===== src/rtl/operand_entry_ctrl.sv =====
// operand_entry_ctrl
//   Front end for the 3-bit adder / hex display stage. A bouncy push-button
//   is synchronized and debounced, and each clean press advances a small
//   FSM that captures operand A, then operand B, from the switch bank.
//
//   state   | code | meaning
//   --------+------+-------------------------------------------
//   A_ENTRY |  00  | waiting for press to capture operand A
//   B_ENTRY |  01  | A held on out_0, waiting to capture B
//   SHOW    |  10  | both operands held, sum final (valid_out=1)
//   (none)  |  11  | unreachable; recovers to A_ENTRY, clears all
//
// Ports:
//   clk        system clock, rising edge
//   rst_n      asynchronous active-low reset
//   sw_in      3-bit operand switches
//   btn_in     raw push-button, active-high, may bounce
//   clr_in     synchronous clear, active-high, already clean
//   out_0      registered operand A
//   out_1      registered operand B
//   valid_out  registered, high exactly while in SHOW
//   state_out  current FSM state code
module operand_entry_ctrl #(
  parameter int DEBOUNCE_CYCLES = 4,
  parameter int CNT_W           = 20
) (
  input  logic       clk,
  input  logic       rst_n,
  input  logic [2:0] sw_in,
  input  logic       btn_in,
  input  logic       clr_in,
  output logic [2:0] out_0,
  output logic [2:0] out_1,
  output logic       valid_out,
  output logic [1:0] state_out
);

  typedef enum logic [1:0] {
    A_ENTRY = 2'b00,
    B_ENTRY = 2'b01,
    SHOW    = 2'b10
  } state_e;

  localparam logic [CNT_W-1:0] CNT_LAST = CNT_W'(DEBOUNCE_CYCLES - 1);

  // State register kept as a plain 2-bit vector so the unused code 11
  // is representable and its recovery path is well defined.
  logic [1:0]       state_q;
  state_e           state_d;
  logic [2:0]       out_0_d;
  logic [2:0]       out_1_d;
  logic             valid_d;

  logic             sync_0;
  logic             sync;
  logic             db;
  logic             db_prev;
  logic [CNT_W-1:0] cnt;
  logic             press;

  always_ff @(posedge clk or negedge rst_n) begin
    if (!rst_n) begin
      sync_0 <= 1'b0;
      sync   <= 1'b0;
    end else begin
      sync_0 <= btn_in;
      sync   <= sync_0;
    end
  end

  // Any cycle where sync agrees with db restarts the count, so only an
  // unbroken run of DEBOUNCE_CYCLES differing samples flips the level.
  always_ff @(posedge clk or negedge rst_n) begin
    if (!rst_n) begin
      db      <= 1'b0;
      db_prev <= 1'b0;
      cnt     <= '0;
    end else begin
      db_prev <= db;
      if (sync == db) begin
        cnt <= '0;
      end else if (cnt == CNT_LAST) begin
        db  <= sync;
        cnt <= '0;
      end else begin
        cnt <= cnt + 1'b1;
      end
    end
  end

  assign press = db & ~db_prev;

  always_comb begin
    state_d = A_ENTRY;
    out_0_d = out_0;
    out_1_d = out_1;
    case (state_q)
      A_ENTRY: begin
        state_d = A_ENTRY;
        if (press) begin
          out_0_d = sw_in;
          state_d = B_ENTRY;
        end
      end
      B_ENTRY: begin
        state_d = B_ENTRY;
        if (press) begin
          out_1_d = sw_in;
          state_d = SHOW;
        end
      end
      SHOW: begin
        state_d = SHOW;
        if (press) begin
          out_0_d = '0;
          out_1_d = '0;
          state_d = A_ENTRY;
        end
      end
      default: begin
        state_d = A_ENTRY;
        out_0_d = '0;
        out_1_d = '0;
      end
    endcase
    // Clear wins over a coincident press; that press is simply dropped.
    if (clr_in) begin
      state_d = A_ENTRY;
      out_0_d = '0;
      out_1_d = '0;
    end
    valid_d = (state_d == SHOW);
  end

  always_ff @(posedge clk or negedge rst_n) begin
    if (!rst_n) begin
      state_q   <= 2'b00;
      out_0     <= '0;
      out_1     <= '0;
      valid_out <= 1'b0;
    end else begin
      state_q   <= state_d;
      out_0     <= out_0_d;
      out_1     <= out_1_d;
      valid_out <= valid_d;
    end
  end

  assign state_out = state_q;

endmodule


===== config.mk =====
export PLATFORM = sky130hd
export DESIGN_NAME = operand_entry_ctrl
export DESIGN_NICKNAME = d
export VERILOG_FILES = /design/src/rtl/operand_entry_ctrl.sv
export SDC_FILE = /design/constraint.sdc
export NUM_CORES = 1
export LEC_CHECK = 0
export CAP_MARGIN = 20
export CORE_UTILIZATION = 35
export CTS_BUF_LIST = sky130_fd_sc_hd__clkbuf_2 sky130_fd_sc_hd__clkbuf_4 sky130_fd_sc_hd__clkbuf_8
export DETAILED_ROUTE_END_ITERATION = 12
export MAX_ROUTING_LAYER = met4
export PLACE_DENSITY = 0.53
export SLEW_MARGIN = 20
export SYNTH_ARGS = -nofsm -noshare
export SYNTH_HDL_FRONTEND = slang
export SYNTH_SLANG_ARGS = --single-unit

===== constraint.sdc =====
create_clock -name clk -period 1.6 [get_ports clk]
set_input_delay 0.32 -clock clk [delete_from_list [all_inputs] [get_ports clk]]
set_output_delay 0.32 -clock clk [all_outputs]
set_load 0.005 [all_outputs]

======== Word-level counts from Yosys, hierarchy flattened ========
Index checks and enable logic that the tools add are counted.
Widths: inputs -> output; s select.
word-level totals
  flip-flop bits (word level) ............. 33
  bits of input ports ..................... 7
  output and inout port bits .............. 9
cells by class
  $add $sub $neg .......................... 1
  equality and inequality tests ........... 10
  muxes and demuxes ....................... 13
  bitwise operators ....................... 3
  reductions and logical operators ........ 4
operators by type and width
  kind                   number
  $mux 20                2
  $add 20x1->20 const B  1
  $eq 20x2->1 const B    1
  $pmux 3 s3             2
  $mux 3                 4
  $ne 3x3->1 const B     3
  $mux 2                 3
  $pmux 2 s3             1
  $reduce_and 3->1       2
  $eq 2x2->1 const B     2
  $ne 2x2->1 const B     2
  $eq 2x1->1 const B     1
  $logic_not 2->1        1
  $not 1->1              2
  $reduce_and 2->1       1
  $and 1x1->1            1
  $eq 1x1->1             1
  $mux 1                 1

======== Depth between registers and ports, before layout ========
  word-level depth ........................ 6
  depth in mapped cells ................... 6
  depth with buffers taken out ............ 5

======== Least setup slack after synthesis ========
No wires, ideal clock.
  path kind ............................... reg-to-reg
  start ................................... register cnt[4]
  end ..................................... register cnt[10]
  setup time .............................. 0.121 ns
  arrival ................................. 1.391 ns
  required time ........................... 1.479 ns
  setup slack ............................. 0.087 ns
  cell stages (with the launch flop) ...... 7
  buffers on the path ..................... 2
  clock period less this slack ............ 1.513 ns
  cell sequence ........................... dfrtp_1 > buf_2 > nor4_1 > nand3_1 > o21ai_2 > buf_2 > nor2_1
on the way
  word-level cells in the longest chain between the ends .. 3
RTL lines
  item                                          RTL line  RTL
  start: declaration                            58        logic [CNT_W-1:0] cnt;
  start signal: assignment                      86        cnt <= cnt + 1'b1;
  $add 20x1->20 or $eq 20x2->1 (tied branches)  86, 82
  $mux 20 *                                     82        end else if (cnt == CNT_LAST) begin
  $mux 20 *                                     80        if (sync == db) begin
Every way passes the cells marked *; elsewhere a longest branch is shown, timed or not.
A chain may end at the register's enable or synchronous reset.

======== Worst setup path after layout ========
  start ................................... register cnt[1]
  end ..................................... register cnt[16]
The elaborated chain is that of the path after synthesis.

==> results.toml <==
[clock_network]
clock_sinks = 33
clock_path_buffers = 2
root_buffer = "clkbuf_8"
clkSlewWorstSetupHoldPaths_ns = 0.07
htree_levels = 2
clkLatencyLatePin_ns = 0.28
cts_tree = "built"
cts_hold_buf = 0
cts_buffers = 5

[final_layout]
area_growth_pct = 28.6
diodes = 0
final_core_util_pct = 47.4
fill_cells = 399
fin_cells = 246
finalNetCount = 202
drive_gt1_share_pct = 21.1

[grt]
grt_pass1_wl_mm = 5.72
antenna_found_initial = 0
grt_use_total_pct = 15.5
grt_pass1_vias = 1221
grt_max_degree = 34
grt.overflow.total = 0

[power_and_ir_drop]
power_leakage_nw = 0.877
p_per_area_mw_per_mm2 = 1180
ir_drop_uv = 584

[timing]
maxSlewViolCount = 0
final.setup.worst_slack_ns = 0.0488
finalSetupTns_ns = 0
rsz0062_at_grt = "yes"
fin_skew_ns = 0.00889
holdWs_ns = 0.360
finalHoldViolations = 0
setup_viol = 0
worstMarginPinSlew_ns = 0.366
slew_headroom_pct = 75.5
max_freq_ghz = 0.645
fin_crit_ns = 1.55
finalCritPeriodShare_pct = 97.0

[setup_path]
critical_path.max_stage_delay_ns = 0.47
crit_chain = "ha_2 > nand4_1 > or4_4 > a211oi_1"
cp.arrival_ns = 1.74
crit_type = "reg2reg"
end_kind = "flop"
rr_startpoint = "cnt[1]"
slowest_stage = "or4_4"
r2r_cells = 4
crit_required_ns = 1.79
cp-startpoint = "cnt[1]"
critPathMaxFanout = 4
cp-start-kind = "flop"

[routing]
drt-initial-drc-count = 70
avgViaCountPerCell = 5.10
wl_per_cell_um = 13.6
antenna_left = 0
first_pass_iters = 4
drcViolationCount = 0
drt_wl_total_mm = 3.34
routed-via-count = 1254

[logic_synthesis]
syn_area_mm2 = 0.00162
yosysSeqAreaShare_pct = 51.1
syn_inst = 159
ys_ff_latch = 33
synth_fp_nets = 168
synth_warnings = 0
synth_area_per_cell_um2 = 10.2
ys_types = 34

[die]
die_area_mm2 = 0.00489
rows = 24
start_util_pct = 36.8
core_mm2 = 0.00438
io_pins = 16
die_w_um = 69.9
fp.dieH_um = 69.9

[placement]
gp_congestion = 0.823
placedCellCount = 233
numPortBuffers = 15
pre_cts_ws_ns = -0.0298
dp_hpwl_mm = 2.35

[worst_hold_path]
hp-class = "reg2reg"
holdPathStages = 0
hold_path.startpoint = "sync_0"

[status]
status = "completed"

[run]
cap_violations = 0
-- stage by stage --
stage,total power [mW],area [µm²]
2_1_floorplan,1.42,1620
3_3_place_gp,1.70,1910
3_5_place_dp,1.71,1910
4_1_cts,2.44,2040
5_1_grt,2.60,2080
6_report,2.46,2080
-- where the power goes --
part / total (mW) / internal [mW] / switching [mW]
clock network: 0.690 / 0.389 / 0.301
registers: 1.03 / 0.938 / 0.0923
logic: 0.736 / 0.368 / 0.369
total: 2.46 / 1.69 / 0.762
-- kinds of logic after synthesis --
family,share of synthesized area (%)
AND/OR/NAND/NOR,25.0
multiplexers,1.94
XOR/XNOR,8.68
AO/OA/AOI/OAI,7.75
buffers and inverters,3.33
adder cells (fa/ha/maj),2.17
flip-flops,51.1
-- critical path, delay by kind of cell (launching register included) --
family | cells | cell delay (ns)
AND/OR/NAND/NOR | 2 | 0.58
flip-flops | 1 | 0.39
AO/OA/AOI/OAI | 1 | 0.25
adder cells (fa/ha/maj) | 1 | 0.23
-- state kept, by name, summed over array words and instances, names as in the netlist --
| name | cells |
|---|---|
| cnt | 20 |
| out_0 | 3 |
| out_1 | 3 |
| state_out | 2 |
| db | 1 |
| db_prev | 1 |
| sync | 1 |
| sync_0 | 1 |
| valid_out | 1 |
-- final cells by class --
cell class                      count  area, µm²  area share (%)
Sequential cell                    33        832            40.1
Inverter                            7       26.3            1.27
Clock inverter                      1       5.00           0.241
Timing Repair Buffer               33        298            14.3
Tap cell                           52       65.1            3.13
Multi-Input combinational cell    113        754            36.3
Clock buffer                        7       96.3            4.64
-- path summary, 6_finish.rpt --
check	end	slack, ns
worst max-delay path	cnt[16]	0.05
worst min-delay path	sync	0.36
worst max register to register	cnt[16]	0.05
worst min register to register	sync	0.36
max in group asynchronous	state_out[1]	1.00
min in group asynchronous	cnt[14]	0.40
-- layout by cell type (no fill, tap or decap), types with 3 or more instances in the layout --
cell,netlist,routed
nand3_1,10,10
nor2_1,29,29
buf_4,0,17
dfrtp_2,0,5
nand2_1,6,6
a32oi_1,3,3
inv_1,7,7
nor4_1,6,5
and2_1,3,3
nor3_1,6,5
clkdlybuf4s50_1,0,15
nand4_1,3,3
a31oi_1,3,3
dfrtp_1,33,28
clkbuf_8,0,7
a2bb2oi_1,3,3
xnor2_1,11,11
xor2_1,5,5
a21oi_1,4,4
-- cell usage after synthesis, drive strengths merged --
| library cell | instances | share of area, % |
|---|---|---|
| dfrtp | 33 | 51 |
| xor2 | 5 | 2.7 |
| nor2 | 29 | 6.7 |
| nand3 | 10 | 3.1 |
| mux2i | 2 | 1.2 |
| and3 | 1 | 0.39 |
| nand2 | 6 | 1.4 |
| nor3 | 6 | 1.9 |
| xnor2 | 11 | 6.0 |
| and4 | 1 | 0.54 |
| nor3b | 2 | 0.93 |
| buf | 4 | 1.2 |
| nand4 | 5 | 3.8 |
| a31oi | 3 | 1.2 |
| inv | 7 | 1.6 |
| and2 | 3 | 1.2 |
| a211oi | 2 | 0.93 |
| nand2b | 1 | 0.39 |
| nor2b | 1 | 0.39 |
| nor4 | 7 | 3.6 |
| o21ai | 3 | 1.2 |
| clkbuf | 2 | 0.54 |
| maj3 | 1 | 0.62 |
| a21oi | 4 | 1.2 |
| mux2 | 1 | 0.70 |
| a2bb2oi | 3 | 1.6 |
| or4 | 1 | 0.70 |
| ha | 2 | 1.5 |
| a32oi | 3 | 1.6 |
-- what timing repair did --
item,CTS,global route
resized for setup,5,4
gates cloned,0,0
buffers inserted,1,4
endpoints found under the setup margin,3,22
endpoints found under the hold margin,0,0
pin swaps,0,1
-- metal layers --
layer	wire (µm)	GRT usage [%]
met5	0	-
met4	52	6.67
met3	146	4.33
met2	1500	23.3
met1	1640	19.6
(Power assumes the default switching activity.)
